### src/rtl/fpu_add_arb_if.sv
// rtl/fpu_add_arb_if.sv - requester, FPU and response signal bundle for fpu_add_arb
// Purpose: groups both requester handshakes, the FPU issue/result path and the
//          response/status outputs of fpu_add_arb.
// Modports:
//   slave  - the arbiter: takes requests, flush, rmode and fpu_ro; drives
//            grants, fpu_* issue signals, responses and inflight.
//   master - the surrounding logic (requesters, FPU, response consumer).
`timescale 1ns/1ps
interface fpu_add_arb_if;
    logic        reqa_valid;
    logic        reqa_ready;
    logic [3:0]  reqa_op;
    logic [63:0] reqa_rn;
    logic [63:0] reqa_rm;
    logic [3:0]  reqa_tag;
    logic        reqb_valid;
    logic        reqb_ready;
    logic [3:0]  reqb_op;
    logic [63:0] reqb_rn;
    logic [63:0] reqb_rm;
    logic [3:0]  reqb_tag;
    logic [7:0]  rmode;
    logic        flush;
    logic [63:0] fpu_rn;
    logic [63:0] fpu_rm;
    logic [3:0]  fpu_op;
    logic [7:0]  fpu_rmode;
    logic        fpu_hold;
    logic [63:0] fpu_ro;
    logic        resp_valid;
    logic        resp_port;
    logic [3:0]  resp_tag;
    logic [63:0] resp_val;
    logic [2:0]  inflight;

    modport slave (
        input  reqa_valid, reqa_op, reqa_rn, reqa_rm, reqa_tag,
        input  reqb_valid, reqb_op, reqb_rn, reqb_rm, reqb_tag,
        input  rmode, flush, fpu_ro,
        output reqa_ready, reqb_ready,
        output fpu_rn, fpu_rm, fpu_op, fpu_rmode, fpu_hold,
        output resp_valid, resp_port, resp_tag, resp_val, inflight
    );

    modport master (
        output reqa_valid, reqa_op, reqa_rn, reqa_rm, reqa_tag,
        output reqb_valid, reqb_op, reqb_rn, reqb_rm, reqb_tag,
        output rmode, flush, fpu_ro,
        input  reqa_ready, reqb_ready,
        input  fpu_rn, fpu_rm, fpu_op, fpu_rmode, fpu_hold,
        input  resp_valid, resp_port, resp_tag, resp_val, inflight
    );
endinterface

### src/rtl/fpu_add_arb.sv
// rtl/fpu_add_arb.sv - two-requester arbiter in front of a fixed-latency FPU adder
// Purpose: grants one of two requesters per cycle onto a pipelined FPU add unit,
//          tracks {valid, port, tag} of each issued op in a LATENCY-deep shift
//          register and returns the FPU result to the issuing requester.
// Ports:
//   clk   - clock, rising edge
//   rst_n - asynchronous active-low reset
//   bus   - fpu_add_arb_if.slave (requests, grants, FPU issue/result, responses)
// Configuration:
//   FPU_ADD_ARB_RR_EN - when defined, contention is resolved by a round-robin
//                       pointer; otherwise requester A always wins.
`timescale 1ns/1ps
module fpu_add_arb #(
    parameter int LATENCY = 5
) (
    input  logic          clk,
    input  logic          rst_n,
    fpu_add_arb_if.slave  bus
);

    typedef struct packed {
        logic       valid;
        logic       port;
        logic [3:0] tag;
    } slot_t;

    slot_t [LATENCY-1:0] pipe_q;
    slot_t [LATENCY-1:0] pipe_d;
    logic [2:0]          inflight_q;
    logic [2:0]          inflight_d;
`ifdef FPU_ADD_ARB_RR_EN
    logic                ptr_q;
    logic                ptr_d;
`endif

    logic       grant_a;
    logic       grant_b;
    logic       issue;
    logic       push_valid;
    logic       resp_valid;
    logic [3:0] sel_op;
    logic [3:0] sel_tag;

    // Grants are gated by rst_n so both readys read 0 during reset even with
    // requests pending.
    always_comb begin
        grant_a = 1'b0;
        grant_b = 1'b0;
        if (rst_n && !bus.flush) begin
            if (bus.reqa_valid && bus.reqb_valid) begin
`ifdef FPU_ADD_ARB_RR_EN
                grant_a = !ptr_q;
                grant_b = ptr_q;
`else
                grant_a = 1'b1;
`endif
            end else begin
                grant_a = bus.reqa_valid;
                grant_b = bus.reqb_valid;
            end
        end
    end

    assign issue = grant_a | grant_b;

    always_comb begin
        sel_op     = 4'd0;
        sel_tag    = 4'd0;
        bus.fpu_rn = 64'd0;
        bus.fpu_rm = 64'd0;
        if (grant_b) begin
            sel_op     = bus.reqb_op;
            sel_tag    = bus.reqb_tag;
            bus.fpu_rn = bus.reqb_rn;
            bus.fpu_rm = bus.reqb_rm;
        end else if (grant_a) begin
            sel_op     = bus.reqa_op;
            sel_tag    = bus.reqa_tag;
            bus.fpu_rn = bus.reqa_rn;
            bus.fpu_rm = bus.reqa_rm;
        end
    end

    // Only opcodes 1..4 (low three bits) produce a result; others are
    // accepted but tracked as an empty slot.
    assign push_valid = issue && (sel_op[2:0] != 3'd0) && (sel_op[2:0] <= 3'd4);
    assign resp_valid = pipe_q[LATENCY-1].valid;

    always_comb begin
        pipe_d[0].valid = push_valid;
        pipe_d[0].port  = grant_b;
        pipe_d[0].tag   = sel_tag;
        for (int i = 1; i < LATENCY; i++) begin
            pipe_d[i] = pipe_q[i-1];
        end
        if (bus.flush) begin
            for (int i = 0; i < LATENCY; i++) begin
                pipe_d[i].valid = 1'b0;
            end
        end
    end

    always_comb begin
        inflight_d = inflight_q;
        if (bus.flush) begin
            inflight_d = 3'd0;
        end else if (push_valid && !resp_valid) begin
            inflight_d = inflight_q + 3'd1;
        end else if (!push_valid && resp_valid) begin
            inflight_d = inflight_q - 3'd1;
        end
    end

`ifdef FPU_ADD_ARB_RR_EN
    // Pointer flips on every issue, including null ops and uncontended grants.
    assign ptr_d = issue ? !ptr_q : ptr_q;
`endif

    always_ff @(posedge clk or negedge rst_n) begin
        if (!rst_n) begin
            pipe_q     <= '0;
            inflight_q <= 3'd0;
`ifdef FPU_ADD_ARB_RR_EN
            ptr_q      <= 1'b0;
`endif
        end else begin
            pipe_q     <= pipe_d;
            inflight_q <= inflight_d;
`ifdef FPU_ADD_ARB_RR_EN
            ptr_q      <= ptr_d;
`endif
        end
    end

    assign bus.reqa_ready = grant_a;
    assign bus.reqb_ready = grant_b;
    assign bus.fpu_op     = sel_op;
    assign bus.fpu_rmode  = bus.rmode;
    assign bus.fpu_hold   = 1'b0;
    assign bus.resp_valid = resp_valid;
    assign bus.resp_port  = resp_valid & pipe_q[LATENCY-1].port;
    assign bus.resp_tag   = resp_valid ? pipe_q[LATENCY-1].tag : 4'd0;
    assign bus.resp_val   = bus.fpu_ro;
    assign bus.inflight   = inflight_q;

endmodule

### src/flat_wrapper.sv
// flat-port wrapper written by rule: the top's interface ports become plain ports
module fpu_add_arb_flat 
#(
    parameter int LATENCY = 5
)
  (clk, rst_n, bus_reqa_valid, bus_reqa_op, bus_reqa_rn, bus_reqa_rm, bus_reqa_tag, bus_reqb_valid, bus_reqb_op, bus_reqb_rn, bus_reqb_rm, bus_reqb_tag, bus_rmode, bus_flush, bus_fpu_ro, bus_reqa_ready, bus_reqb_ready, bus_fpu_rn, bus_fpu_rm, bus_fpu_op, bus_fpu_rmode, bus_fpu_hold, bus_resp_valid, bus_resp_port, bus_resp_tag, bus_resp_val, bus_inflight);
  fpu_add_arb_if bus_i ();
  input  logic clk;
  input  logic rst_n;
  input wire logic [$bits(bus_i.reqa_valid)-1:0] bus_reqa_valid;
  input wire logic [$bits(bus_i.reqa_op)-1:0] bus_reqa_op;
  input wire logic [$bits(bus_i.reqa_rn)-1:0] bus_reqa_rn;
  input wire logic [$bits(bus_i.reqa_rm)-1:0] bus_reqa_rm;
  input wire logic [$bits(bus_i.reqa_tag)-1:0] bus_reqa_tag;
  input wire logic [$bits(bus_i.reqb_valid)-1:0] bus_reqb_valid;
  input wire logic [$bits(bus_i.reqb_op)-1:0] bus_reqb_op;
  input wire logic [$bits(bus_i.reqb_rn)-1:0] bus_reqb_rn;
  input wire logic [$bits(bus_i.reqb_rm)-1:0] bus_reqb_rm;
  input wire logic [$bits(bus_i.reqb_tag)-1:0] bus_reqb_tag;
  input wire logic [$bits(bus_i.rmode)-1:0] bus_rmode;
  input wire logic [$bits(bus_i.flush)-1:0] bus_flush;
  input wire logic [$bits(bus_i.fpu_ro)-1:0] bus_fpu_ro;
  output wire logic [$bits(bus_i.reqa_ready)-1:0] bus_reqa_ready;
  output wire logic [$bits(bus_i.reqb_ready)-1:0] bus_reqb_ready;
  output wire logic [$bits(bus_i.fpu_rn)-1:0] bus_fpu_rn;
  output wire logic [$bits(bus_i.fpu_rm)-1:0] bus_fpu_rm;
  output wire logic [$bits(bus_i.fpu_op)-1:0] bus_fpu_op;
  output wire logic [$bits(bus_i.fpu_rmode)-1:0] bus_fpu_rmode;
  output wire logic [$bits(bus_i.fpu_hold)-1:0] bus_fpu_hold;
  output wire logic [$bits(bus_i.resp_valid)-1:0] bus_resp_valid;
  output wire logic [$bits(bus_i.resp_port)-1:0] bus_resp_port;
  output wire logic [$bits(bus_i.resp_tag)-1:0] bus_resp_tag;
  output wire logic [$bits(bus_i.resp_val)-1:0] bus_resp_val;
  output wire logic [$bits(bus_i.inflight)-1:0] bus_inflight;
  assign bus_i.reqa_valid = bus_reqa_valid;
  assign bus_i.reqa_op = bus_reqa_op;
  assign bus_i.reqa_rn = bus_reqa_rn;
  assign bus_i.reqa_rm = bus_reqa_rm;
  assign bus_i.reqa_tag = bus_reqa_tag;
  assign bus_i.reqb_valid = bus_reqb_valid;
  assign bus_i.reqb_op = bus_reqb_op;
  assign bus_i.reqb_rn = bus_reqb_rn;
  assign bus_i.reqb_rm = bus_reqb_rm;
  assign bus_i.reqb_tag = bus_reqb_tag;
  assign bus_i.rmode = bus_rmode;
  assign bus_i.flush = bus_flush;
  assign bus_i.fpu_ro = bus_fpu_ro;
  assign bus_reqa_ready = bus_i.reqa_ready;
  assign bus_reqb_ready = bus_i.reqb_ready;
  assign bus_fpu_rn = bus_i.fpu_rn;
  assign bus_fpu_rm = bus_i.fpu_rm;
  assign bus_fpu_op = bus_i.fpu_op;
  assign bus_fpu_rmode = bus_i.fpu_rmode;
  assign bus_fpu_hold = bus_i.fpu_hold;
  assign bus_resp_valid = bus_i.resp_valid;
  assign bus_resp_port = bus_i.resp_port;
  assign bus_resp_tag = bus_i.resp_tag;
  assign bus_resp_val = bus_i.resp_val;
  assign bus_inflight = bus_i.inflight;
  fpu_add_arb #(.LATENCY(LATENCY)) u_core (.clk(clk), .rst_n(rst_n), .bus(bus_i));
endmodule
### config.mk
export PLATFORM = sky130hd
export DESIGN_NAME = fpu_add_arb_flat
export DESIGN_NICKNAME = d
export VERILOG_FILES = /design/src/rtl/fpu_add_arb_if.sv /design/src/rtl/fpu_add_arb.sv /design/src/flat_wrapper.sv
export SDC_FILE = /design/constraint.sdc
export NUM_CORES = 1
export LEC_CHECK = 0
export CAP_MARGIN = 20
export CORE_AREA = 3 3 216 218
export DETAILED_ROUTE_END_ITERATION = 7
export DIE_AREA = 0 0 219 221
export GPL_TIMING_DRIVEN = 1
export PLACE_DENSITY = 0.36
export SYNTH_ARGS = -nofsm -noshare
export SYNTH_HDL_FRONTEND = slang
export SYNTH_SLANG_ARGS = --single-unit
### constraint.sdc
create_clock -name clk -period 1.95 [get_ports clk]
set_input_delay 0.39 -clock clk [delete_from_list [all_inputs] [get_ports clk]]
set_output_delay 0.39 -clock clk [all_outputs]
set_load 0.05 [all_outputs]
; ---- Word-level counts from Yosys, hierarchy flattened
; Index checks and enable logic that the tools add are counted.
[classes]
magnitude_cmp = 1
muxes = 21
n_bitwise = 2
addsub = 2
reduce_logical = 11
[op_table]
columns = cell, n
row1 = $mux W64, 4
row2 = $mux W4, 5
row3 = $mux W1, 9
row4 = $mux W3, 3
row5 = $logic_and A1 B1 Y1, 6
row6 = $reduce_bool A3 Y1, 2
row7 = $add A3 B1 Y3 const B, 1
row8 = $le A3 B3 Y1 const B, 1
row9 = $logic_not A1 Y1, 3
row10 = $sub A3 B1 Y3 const B, 1
row11 = $and A1 B1 Y1, 1
row12 = $or A1 B1 Y1, 1
[totals]
word_cells = 53
out_inout_bits = 216
reg_bits = 33
inputBits = 349

; ---- Longest topological paths before layout
; Gate-level depths: netlist (run 1).
[logic_depth]
word_depth = 13
ltp_mapped = 12
ltp_nobuf = 11

; ---- Worst setup path before layout (run 1)
; No wires, ideal clock.
[synth_path]
path_type = input port to flip-flop
startpoint = input bus_reqa_valid
endpoint = register u_core.inflight_q[2], in the netlist u_core.bus.inflight[2]
stages = 11
arrival_time_ns = 3.278
setup_ns = 0.145
required_time_ns = 1.805
slack_ns = -1.474
n_path_buf = 0
path_cell_list = nand3b_1 a21oi_1 nor2_1 xnor2_1 nor2b_1 fa_1 nand2_1 or3_1 nor4_1 a2111oi_2 o2111ai_1
[synth_via]
elab_chain_len = 11
word_cells_on_any_way = 18
classes_between = order compare: 1 / mux: 8 / bitwise: 1 / reduce/logical: 8
[synth_rtl]
columns = item, line_no
row1 = start: declaration, flat_wrapper.sv:10  ; input wire logic [$bits(bus_i.reqa_valid)-1:0] bus_reqa_valid;
row2 = $logic_and A1 B1 Y1, fpu_add_arb.sv:50  ; if (bus.reqa_valid && bus.reqb_valid) begin
row3 = $mux W1, fpu_add_arb.sv:50
row4 = $mux W1, fpu_add_arb.sv:49  ; if (rst_n && !bus.flush) begin
row5 = $mux W4, fpu_add_arb.sv:76  ; end else if (grant_a) begin
row6 = $mux W4 (*), fpu_add_arb.sv:71  ; if (grant_b) begin
row7 = via bus_fpu_op[1], flat_wrapper.sv:27  ; output wire logic [$bits(bus_i.fpu_op)-1:0] bus_fpu_op;
row8 = branches (longest 2 deep; another with $le A3 B3 Y1), n/a
row9 = $logic_and A1 B1 Y1 (*), fpu_add_arb.sv:86  ; assign push_valid = issue && (sel_op[2:0] != 3'd0) && (sel_op[2:0] <= 3'd4);
row10 = $logic_and A1 B1 Y1 / $logic_not A1 Y1 (equally long branches), "fpu_add_arb.sv:107, fpu_add_arb.sv:109"
row11 = $mux W3 / $logic_and A1 B1 Y1 (equally long branches), "fpu_add_arb.sv:107, fpu_add_arb.sv:109"
row12 = $mux W3 / $reduce_bool A3 Y1 (equally long branches), n/a
row13 = end signal: assignment, fpu_add_arb.sv:128  ; inflight_q <= inflight_d;
row14 = end: declaration, fpu_add_arb.sv:29  ; logic [2:0] inflight_q;
; Mark *: on every way through the listed nets, which the timed path passes.
; A chain may end at the register's enable or synchronous reset.

; ---- Worst setup path after layout (run 1)
[layout_path]
startpoint = input bus_reqa_valid
endpoint = register u_core.inflight_q[2], in the netlist u_core.bus.inflight[2]
[layout_via]
elab_chain_len = 11
word_cells_on_any_way = 18
classes_between = order compare: 1 / mux: 8 / bitwise: 1 / reduce/logical: 8
[layout_rtl]
columns = item, line_no
row1 = branches (longest 7 deep; another with $le A3 B3 Y1), n/a
row2 = $logic_and A1 B1 Y1 (*), fpu_add_arb.sv:86
row3 = $logic_and A1 B1 Y1 / $logic_not A1 Y1 (equally long branches), "fpu_add_arb.sv:107, fpu_add_arb.sv:109"
row4 = $mux W3 / $logic_and A1 B1 Y1 (equally long branches), "fpu_add_arb.sv:107, fpu_add_arb.sv:109"
row5 = $mux W3 / $reduce_bool A3 Y1 (equally long branches), n/a
; Mark *: on every way between the ends.

==> run_results.csv, run 1 <==
group,metric,value,unit
clock_tree,worst_skew_pair.late_latency,0.27,ns
clock_tree,cts_made_buffers,5,
setup_path,critPathCaptureType,"register",
logic_synthesis,post_synth_main_area_contributors,"sky130_fd_sc_hd__a22o_1, sky130_fd_sc_hd__dfrtp_1, sky130_fd_sc_hd__buf_4, sky130_fd_sc_hd__clkbuf_1, sky130_fd_sc_hd__nor2_1",
setup_path,timing.critical_path.cells,"buf_8, nor4bb_4, a22o_4, nor2_4, xnor2_2, nor2b_4, fa_2, nand2_2, or3_4, nor2_1, a2111oi_2, o2111ai_1",
place,io_buffers,419,
logic_synthesis,synth.most_common_cell,"sky130_fd_sc_hd__a22o_1",
outcome,outcome,"complete, but fails checks",
logic_synthesis,yosysWarningCount,0,
final_layout,final_layout_size_suffix_gt1_share,48.97,%
sta,finalWorstPathRequiredPeriod,2.221,ns
sta,report.final.hold_viol_count,0,
place,dp_hpwl,19.87,mm
final_layout,flow.area_growth_from_synthesis,254.0,%
power_and_ir_drop,ir_drop,0.4177,mV
setup_path,crit_path_start_kind,"input port",
floorplanning,die_y,221,microns
logic_synthesis,post_synth_num_cell_types,32,
clock_tree,clock_sinks,33,
route,detail_route.wl_per_cell,21.01,microns
clock_tree,clockRootBuffer,"sky130_fd_sc_hd__clkbuf_16",
logic_synthesis,synth-edff-count,0,
setup_path,worst-endpoint-required,2.08,ns
floorplanning,fp.dieW,219,microns
power_and_ir_drop,power.clock.fraction,23.4,%
sta,worst_hold_slack,0.1551,ns
floorplanning,core_region_area,45090,sq um
power_and_ir_drop,combinational_power_share,57.7,%
power_and_ir_drop,power.density,348.7,nW/um^2
logic_synthesis,post_synth_most_frequent_cells,"sky130_fd_sc_hd__a22o_1, sky130_fd_sc_hd__buf_4, sky130_fd_sc_hd__dfrtp_1",
logic_synthesis,yosysTopAreaCell,"sky130_fd_sc_hd__a22o_1",
logic_synthesis,synth.net_count,697,
sta,setup_viol_count_final,132,
sta,rsz0062_at_grt,"yes",
run,drv.max_cap_violation_count,0,
setup_path,cpMaxStageDelayCell,"sky130_fd_sc_hd__fa_2",
grt,grt_pass1_wl,36.52,mm
logic_synthesis,synth.ff_latch_count,33,
setup_path,path_max_fanout,6,
worst_hold_path,holdCritPathClass,"in2async",
floorplanning,floorplan.die_area,48400,sq um
logic_synthesis,post_synth.cell_area_avg,8.968,sq um
sta,final_max_slew_viol_count,0,
power_and_ir_drop,switching_fraction_of_total_power,32.98,%
setup_path,critPathMaxStageDelay,0.34,ns
clock_tree,h-tree-depth,2,
route,antenna_left,0,
setup_path,crit_type,"in2reg",
route,routed_wirelength,27.88,mm
logic_synthesis,syn-instance-count,347,
route,drcViolationCount,0,
setup_path,cp_num_buf_inv,1,
setup_path,setup.reg_to_reg.worst_slack,0.25,ns
outcome,failing_checks,"negative setup slack",
sta,achievable-frequency,0.4503,GHz
logic_synthesis,dominantRegCellSynth,"sky130_fd_sc_hd__dfrtp_1",
setup_path,crit-reg2reg-launch,"u_core.bus.inflight[1]",
final_layout,finalCoreUtilization,24.43,%
floorplanning,ioPinCount,565,
grt,gr-total-overflow,0,
sta,fin_worst_skew,0.001744,ns
floorplanning,start_util,6.901,%
route,via_per_inst,3.380,
setup_path,regToRegEndpoint,"u_core.bus.inflight[2]",
setup_path,worstRegToRegCells,7,
logic_synthesis,async_flop_share,100.0,%
logic_synthesis,synth-seq-area-share,26.54,%
sta,timing.final.ws_setup,-0.2708,ns
place,place_congestion,0.7596,
power_and_ir_drop,p_leak,4.599,nW
grt,via_count_of_the_first_global_routing_pass,4900,
clock_tree,clkTransAtPathRegs,0.05,ns
power_and_ir_drop,internal_power,2.574,mW
clock_tree,cts_tree,"yes",
power_and_ir_drop,netSwitchingPower,1.267,mW
final_layout,antenna_cells_inserted,0,
clock_tree,maximum_buffer_depth_of_the_clock_tree,2,
final_layout,num-nets-final,1076,
sta,finalCritPeriodShare,113.9,%
floorplanning,placement_rows,78,
power_and_ir_drop,sequentialPowerShare,19.0,%
route,detailedRoute.firstIterationViolations,94,
grt,grt_util_all_layers,10.36,%
logic_synthesis,post_synthesis_cell_area,3112,sq um
setup_path,critical_path.top_delay_family,"simple AND/OR/NAND/NOR gates",
route,dr.pass1.iters,4,
route,vias,4485,
logic_synthesis,area_fraction_of_the_dominant_cell_type_after_synthesis,37.43,%
grt,grt_start_max_net_pins,49,
grt,antenna_found_initial,7,
setup_path,critical_path_arrival,2.35,ns
## how the worst max path moves through the flow
stage	startpoint	end	cells after the start
4_1_cts	bus_flush	u_core.bus.inflight[2]	12
5_1_grt	bus_reqa_valid	u_core.bus.inflight[2]	12
3_3_place_gp	bus_flush	u_core.bus.inflight[2]	12
6_report	bus_reqa_valid	u_core.bus.inflight[2]	12
3_5_place_dp	bus_flush	u_core.bus.inflight[2]	12
2_1_floorplan	bus_flush	u_core.bus.inflight[2]	12
## flip-flops by register name (all words and copies together), names as in the netlist
signal and flops:
u_core.pipe_q 9, u_core.bus.resp_valid 1, u_core.bus.inflight 3, u_core.pipe_d 20
## per-stage QoR
| step | area, sq um | instances | setup TNS, ns | total power [mW] | setup slack [ns] |
|---|---|---|---|---|---|
| after detailed placement | 9548 | 1276 | -103.63 | 2.754 | -1.146 |
| after CTS | 10520 | 1311 | -27.51 | 3.808 | -0.3220 |
| after global placement | 9548 | 1276 | -104.27 | 2.751 | -1.105 |
| after global routing | 11020 | 1327 | -31.34 | 3.999 | -0.4203 |
| final | 11020 | 1327 | -20.77 | 3.841 | -0.2708 |
| after floorplan | 3742 | 347 | -8.239 | 1.894 | -0.7283 |
## cell families after synthesis
kind of cell / after synthesis / synth area share (%)
DFF: 33 / 26.54
other: 1 / 0.1205
buffers and inverters: 110 / 22.20
xor gates and xnor gates: 1 / 0.2815
and+or+nand+nor: 56 / 9.489
adders and majority gates: 1 / 0.6434
AOI/OAI and AO/OA: 145 / 40.73
## area by class of cell
type / instances / area (sq um)
Fill cell: 4748 / 34070
Timing Repair Buffer: 479 / 6611
Multi-Input combinational cell: 204 / 2645
Sequential cell: 33 / 825.8
Tap cell: 600 / 750.7
Clock buffer: 5 / 125.1
Clock inverter: 3 / 46.29
Inverter: 3 / 11.26
## metal layers
layer | vias to the layer above | GRT usage (%) | part of all wire (%)
met2 | 323 | 17.35 | 48
met1 | 2116 | 12.64 | 41
li1 | 2025 | - | -
met4 | 2 | 0.3763 | 0.39
met5 | - | 0.8081 | 0.19
met3 | 19 | 4.999 | 11
## placed cells by master (no fill, tap or decap), types with 2 or more instances in the layout
master / count
sky130_fd_sc_hd__clkdlybuf4s50_1: 266
sky130_fd_sc_hd__buf_12: 147
sky130_fd_sc_hd__a22o_4: 108
sky130_fd_sc_hd__dfrtp_1: 33
sky130_fd_sc_hd__buf_4: 25
sky130_fd_sc_hd__a22o_2: 20
sky130_fd_sc_hd__buf_16: 17
sky130_fd_sc_hd__nor2_1: 11
sky130_fd_sc_hd__clkbuf_16: 10
sky130_fd_sc_hd__nand2_1: 9
sky130_fd_sc_hd__buf_6: 8
sky130_fd_sc_hd__a22o_1: 6
sky130_fd_sc_hd__nor2b_1: 6
sky130_fd_sc_hd__dlygate4sd2_1: 6
sky130_fd_sc_hd__and2_1: 5
sky130_fd_sc_hd__nor4_1: 5
sky130_fd_sc_hd__nor3_1: 4
sky130_fd_sc_hd__o41ai_1: 4
sky130_fd_sc_hd__buf_8: 3
sky130_fd_sc_hd__nand2_2: 2
sky130_fd_sc_hd__nand3b_1: 2
sky130_fd_sc_hd__nand2b_1: 2
sky130_fd_sc_hd__inv_1: 2
sky130_fd_sc_hd__and3_1: 2
## power groups by stage
stage	clock network [mW]	registers (mW)	logic, mW
final	0.898	0.728	2.21
after global routing	0.956	0.732	2.31
after CTS	0.921	0.729	2.16
after detailed placement	0	0.740	2.01
after global placement	0	0.739	2.01
after floorplan	0	0.765	1.13
## timing repair
item                       in CTS  in global routing
setup endpoints to repair     141                133
pin swaps                      32                  9
resized for setup              84                 36
setup buffers                  13                 10
cloned                         14                  6
hold buffers                    0                  0
No activity file was read; power rests on OpenSTA's default activity.
==> run 2, diff against run 1 <==
--- a/config.mk
+++ b/config.mk
@@ -5,7 +5,7 @@
 export SDC_FILE = /design/constraint.sdc
 export NUM_CORES = 1
 export LEC_CHECK = 0
-export CAP_MARGIN = 20
+export CAP_MARGIN = 15
 export CORE_AREA = 3 3 216 218
 export DETAILED_ROUTE_END_ITERATION = 7
 export DIE_AREA = 0 0 219 221
@@ -14,3 +14,4 @@
 export SYNTH_ARGS = -nofsm -noshare
 export SYNTH_HDL_FRONTEND = slang
 export SYNTH_SLANG_ARGS = --single-unit
+export TNS_END_PERCENT = 10
==> run 2 against run 1 <==
The run still ends with negative setup slack left. Clock skew is 0.0019 ns higher. Core utilization is 2.5 points lower. Fmax is 3.6% lower. Routed wire length is 19% lower. Combinational power is 9% lower. Flip-flop and latch count stayed put. Cell count is 2.0% lower. Critical path type unchanged. Critical endpoint is now u_core.bus.inflight[1]. Highest routed layer unchanged.
==> run_results.csv, run 2 (same netlist as run 1, synthesis figures left out) <==
group,metric,value,unit
clock_tree,cts_made_buffers,5,
setup_path,path_max_fanout,6,
worst_hold_path,holdCritPathClass,"in2async",
setup_path,crit_type,"in2reg",
sta,finalWorstPathRequiredPeriod,2.303,ns
place,place_congestion,0.7424,
power_and_ir_drop,design_power_total,3.644,mW
grt,via_count_of_the_first_global_routing_pass,4557,
setup_path,timing.critical_path.cells,"buf_8, nor4bb_4, a22o_4, nor2_4, xnor2_2, nor2b_4, fa_2, nor3_2, o41ai_2, nand2_1",
clock_tree,clockRootBuffer,"sky130_fd_sc_hd__clkbuf_16",
floorplanning,ioPinCount,565,
power_and_ir_drop,p_leak,3.985,nW
grt,grt_util_all_layers,8.068,%
grt,antenna_found_initial,4,
floorplanning,fp.dieW,219,microns
power_and_ir_drop,power.clock.fraction,24.5,%
floorplanning,die_y,221,microns
power_and_ir_drop,combinational_power_share,55.5,%
clock_tree,cts_tree,"yes",
clock_tree,h-tree-depth,2,
setup_path,cp_num_buf_inv,1,
run,drv.max_cap_violation_count,0,
power_and_ir_drop,sequentialPowerShare,20.0,%
clock_tree,worst_skew_pair.late_latency,0.27,ns
setup_path,crit_cells,10,
route,detailedRoute.firstIterationViolations,111,
final_layout,layout.cells.most_common,"sky130_fd_sc_hd__clkdlybuf4s50_1",
route,antenna_left,0,
route,dr.pass1.iters,4,
power_and_ir_drop,ir_drop,0.4353,mV
setup_path,critPathCaptureType,"register",
outcome,outcome,"complete, but fails checks",
floorplanning,core_region_area,45090,sq um
final_layout,most-common-layout-cells,"sky130_fd_sc_hd__clkdlybuf4s50_1, sky130_fd_sc_hd__buf_12, sky130_fd_sc_hd__a22o_1, sky130_fd_sc_hd__a22o_4, sky130_fd_sc_hd__dfrtp_1",
sta,worstMarginPinSlew,0.5534,ns
final_layout,flow.area_growth_from_synthesis,217.8,%
place,dp_hpwl,17.31,mm
sta,fin_worst_skew,0.003648,ns
power_and_ir_drop,switching_fraction_of_total_power,32.72,%
route,drcViolationCount,0,
power_and_ir_drop,internal_power,2.452,mW
sta,finalCritPeriodShare,118.1,%
final_layout,seq_area,825.8,sq um
clock_tree,clock_sinks,33,
sta,timing.final.ws_setup,-0.3535,ns
outcome,failing_checks,"negative setup slack",
sta,final_max_slew_viol_count,0,
floorplanning,start_util,6.901,%
route,via_per_inst,3.294,
power_and_ir_drop,power.density,368.5,nW/um^2
sta,setup_viol_count_final,132,
sta,slew_headroom,62.76,%
route,routed_wirelength,22.45,mm
setup_path,worstRegToRegCells,5,
setup_path,critPathMaxStageDelay,0.58,ns
route,detail_route.wl_per_cell,17.27,microns
setup_path,crit_path_start_kind,"input port",
floorplanning,placement_rows,78,
route,vias,4282,
final_layout,multi_input_area,2131,sq um
sta,rsz0062_at_grt,"yes",
clock_tree,postCtsHoldBufs,0,
sta,achievable-frequency,0.4341,GHz
final_layout,fillerInstances,4879,
final_layout,flip_flop_count_of_the_largest_register_after_layout,20,
sta,report.final.hold_viol_count,0,
grt,grt_start_max_net_pins,70,
setup_path,critical_path_arrival,2.45,ns
power_and_ir_drop,netSwitchingPower,1.192,mW
final_layout,finalCoreUtilization,21.93,%
setup_path,worst-endpoint-required,2.09,ns
final_layout,final_layout_size_suffix_gt1_share,36.77,%
clock_tree,maximum_buffer_depth_of_the_clock_tree,2,
sta,worst_hold_slack,0.1048,ns
grt,gr-total-overflow,0,
setup_path,cpMaxStageDelayCell,"sky130_fd_sc_hd__fa_2",
final_layout,num-nets-final,1048,
clock_tree,clkTransAtPathRegs,0.05,ns
grt,grt_pass1_wl,29.88,mm
floorplanning,floorplan.die_area,48400,sq um
setup_path,critical_path.top_delay_family,"simple AND/OR/NAND/NOR gates",
place,io_buffers,419,
## run 2: changes by cell type in the layout (fill, tap and decap cells not counted), sizes merged
cell | previous run | this run
diode | 0 | 1
bufbuf | 1 | 0
buf | 201 | 177
clkbuf | 10 | 7
## run 2: through the flow
| step | cell area (sq um) | setup slack, ns | cells | setup TNS (ns) |
|---|---|---|---|---|
| 6_report | 9888 | -0.3535 | 1300 | -30.09 |
| 5_1_grt | 9888 | -0.4481 | 1300 | -39.11 |
| 4_1_cts | 9334 | -0.3675 | 1290 | -31.17 |
| 3_5_place_dp | 9055 | -1.180 | 1280 | -91.69 |
| 3_3_place_gp | 9055 | -1.135 | 1280 | -88.66 |
| 2_1_floorplan | 3193 | -0.7283 | 347 | -23.22 |
## run 2: repair_timing
action,4_1_cts,5_1_grt
endpoints found under the setup margin,137,132
cloned,1,3
setup buffers,1,6
pin swaps,13,62
resized for setup,41,52
## run 2: tightest hold or removal path, cell delays in order
cell and delay (ns):
sky130_fd_sc_hd__buf_6 0.09, sky130_fd_sc_hd__buf_4 0.11, sky130_fd_sc_hd__buf_4 0.11
## run 2: worst paths after layout
path | slack (ns) | start | to
max | -0.35 | bus_reqa_valid | u_core.bus.inflight[1]
min | 0.10 | rst_n | u_core.bus.inflight[2]
max reg2reg | 0.19 | u_core.bus.inflight[1] | u_core.bus.inflight[1]
min reg2reg | 0.35 | u_core.pipe_d[28] | u_core.pipe_q[28]
max in group asynchronous | 1.41 | rst_n | u_core.bus.resp_valid
min in group clk | 0.35 | u_core.pipe_d[28] | u_core.pipe_q[28]
## run 2: layout make-up
cell class | count | area share (%)
clock buffers | 5 | 1.265
flip-flops and latches | 33 | 8.351
clock inverters | 3 | 0.4682
repair buffers | 451 | 60.64
inverters | 3 | 0.1139
well taps | 600 | 7.592
diodes | 1 | 0.02531
multi-input cells | 204 | 21.55
## run 2: power by group through the flow
stage               Combinational (mW)  Sequential (mW)  Clock (mW)
floorplan                         1.05            0.765           0
global placement                  1.92            0.741           0
detailed placement                1.92            0.740           0
CTS                               1.94            0.728       0.916
global route                      2.11            0.732       0.962
finish                            2.02            0.728       0.893
## run 2: layer usage
layer / part of all wire (%) / GRT usage [%] / vias to the layer above
li1: - / - / 1964
met1: 38 / 9.010 / 2010
met2: 49 / 13.41 / 292
met3: 13 / 4.875 / 12
met4: 0.91 / 1.192 / 4
met5: 0.094 / 0 / -
==> edit (config.mk and constraints of run 2) <==
`LATENCY` is set to 5 in 2 places; all go to 6.
--- a/src/rtl/fpu_add_arb.sv
+++ b/src/rtl/fpu_add_arb.sv
@@ -13,3 +13,3 @@
 module fpu_add_arb #(
-    parameter int LATENCY = 5
+    parameter int LATENCY = 6
 ) (
--- a/src/flat_wrapper.sv
+++ b/src/flat_wrapper.sv
@@ -3,3 +3,3 @@
 #(
-    parameter int LATENCY = 5
+    parameter int LATENCY = 6
 )
Check against the original RTL: no difference found for any inputs over 4 cycles, from zero or initial values and one cycle with rst_n low; that may be too few to reach the edited logic, so the function may still have changed.
==> edit against run 2 <==
  * Highest routed layer is now met4
  * Utilization decreased by 0.61 points
  * Register-to-register slack improved by 0.06 ns
  * Count of clock-buffer cells in the layout increased by 1
  * Die area unchanged
  * Cell area decreased by 2.8%
  * Combinational power decreased by 3%
  * Synthesized area increased by 5.3%
  * Critical path depth decreased by 4
  * Largest power group unchanged
  * Sequential cell count increased by 6
  * Setup slack improved by 0.067 ns
  * Routed wire length increased by 7.5%
  * Power decreased by 0.23%
  * The run still ends with negative setup slack left
==> edit: results (changes against run 2) <==
| Metric | Value |
|---|---|
| Status | `finished, violations left` |
| Vias in the first global route | `4607 (+1.1%)` |
| Critical Path End | `bus_fpu_rm[7]` |
| Switching share of power | `32.82% (+0.11 points)` |
| Slowest library cell on the worst path | `nor4bb_4` |
| Nets | `1050 (+0.19%)` |
| Wire per inst | `18.55 µm (+7.4%)` |
| DRT iter0 DRCs | `167 (+50%)` |
| Max FFs per register | `25 (+25%)` |
| Net count after synthesis | `704 (+1.0%)` |
| Data arrival time of the critical path | `1.85 ns (-0.60 ns)` |
| CP delay by family, top | `buffers and inverters` |
| Placed inst area | `0.009219 mm² (+1.8%)` |
| Final setup viols | `132 (unchanged)` |
| Register area share after synthesis | `29.77% (+3.2 points)` |
| Failing checks | `negative setup slack` |
| Final WS setup | `-0.2866 ns (+0.06683 ns)` |
| Top fanout value on the critical path | `30 (+24)` |
| Clock transition at the registers of the reported paths | `approximately 0.060 ns` |
| Max rail drop VDD | `0.3506 mV (-19%)` |
| Reg-to-Reg End | `u_core.bus.inflight[2]` |
| Static Leak | `3.806 nW (-4.5%)` |
| Largest net degree at the start of global routing | `77 (+10%)` |
| RD Place Congestion | `0.7436 (+0.16%)` |
| Synth top area cells | `a22o_1, dfrtp_1, buf_4` |
| First-pass GRT wire length | `33140 µm (+11%)` |
| Layout cells sized above 1 | `30.39% (-6.4 points)` |
| Worst R2R Setup Slack | `0.25 ns (+0.06 ns)` |
| Antenna violations before repair | `6 (+2)` |
| DR vias | `4250 (-0.75%)` |
| Top post-synthesis cells by count | `a22o_1, buf_4, dfrtp_1` |
| FFs w/ async S/R, synth | `100.0% (unchanged)` |
-- edit: worst register-to-register path, cell delays in order, from the launching register on --
cell	delay (ns)
dfrtp_1	0.41
inv_1	0.09
fa_2	0.37
buf_4	0.14
o21ai_0	0.21
nor2_1	0.07
a21oi_1	0.16
o2111ai_1	0.12
-- edit: cells by family (layout without fill, tap and decap cells) --
kind of cell / Yosys count / count (layout) / synth area share [%]
xor+xnor: 1 / 1 / 0.2672
compound gates: 145 / 145 / 38.89
simple gates: 57 / 57 / 9.275
flops: 39 / 39 / 29.77
fa+ha+maj: 1 / 1 / 0.6107
other cells: 1 / 2 / 0.1144
buf+inv: 110 / 457 / 21.07
-- edit: worst min-delay path by stage --
stage	slack, ns	to	start	cells past startpoint
floorplan	0.09	u_core.bus.inflight[0]	rst_n	0
global placement	0.33	u_core.pipe_d[21]	u_core.pipe_d[15]	0
finish	0.18	u_core.bus.inflight[1]	rst_n	2
detailed placement	0.33	u_core.pipe_d[21]	u_core.pipe_d[15]	0
global route	0.22	u_core.pipe_q[33]	rst_n	2
CTS	0.21	u_core.pipe_d[24]	rst_n	2
-- edit: area by class of cell --
class / instances / share of cell area [%]
timing repair buffer: 446 / 61.37
tap: 600 / 7.809
clock inverter: 2 / 0.1692
multi-input combinational: 205 / 18.91
clock buffer: 6 / 1.445
antenna: 1 / 0.02603
sequential: 39 / 10.15
inverter: 3 / 0.1171
-- edit: per-stage QoR --
step / TNS [ns] / setup WS, ns / total power [mW] / cells
2_1_floorplan: -22.40 / -0.7309 / 1.943 / 354
3_3_place_gp: -88.71 / -1.096 / 2.801 / 1286
3_5_place_dp: -91.34 / -1.177 / 2.801 / 1286
4_1_cts: -32.59 / -0.3664 / 3.671 / 1299
5_1_grt: -40.91 / -0.4146 / 3.797 / 1301
6_report: -30.21 / -0.2866 / 3.635 / 1302
-- edit: what timing repair did --
item | in CTS | in global routing
setup buffers | 4 | 2
pin swaps | 12 | 10
endpoints found under the setup margin | 137 | 132
gates resized for setup | 39 | 11
hold buffers | 0 | 0
cloned | 1 | 1
-- edit: power groups by stage --
stage | clock [mW] | sequential [mW] | combinational [mW]
final | 0.829 | 0.856 | 1.95
after global placement | 0 | 0.871 | 1.93
after global routing | 0.899 | 0.861 | 2.04
after CTS | 0.855 | 0.856 | 1.96
after floorplan | 0 | 0.893 | 1.05
after detailed placement | 0 | 0.871 | 1.93
-- edit: metal layers --
layer  wire [µm]  part of all wire (%)  up-vias  GRT usage [%]
met4          89                  0.37        0         0.3763
met2       11820                    49      306          15.81
li1            -                     -     1970              -
met3        2712                    11       16          4.655
met1        9524                    39     1958          10.84
met5           0                     0        -              0
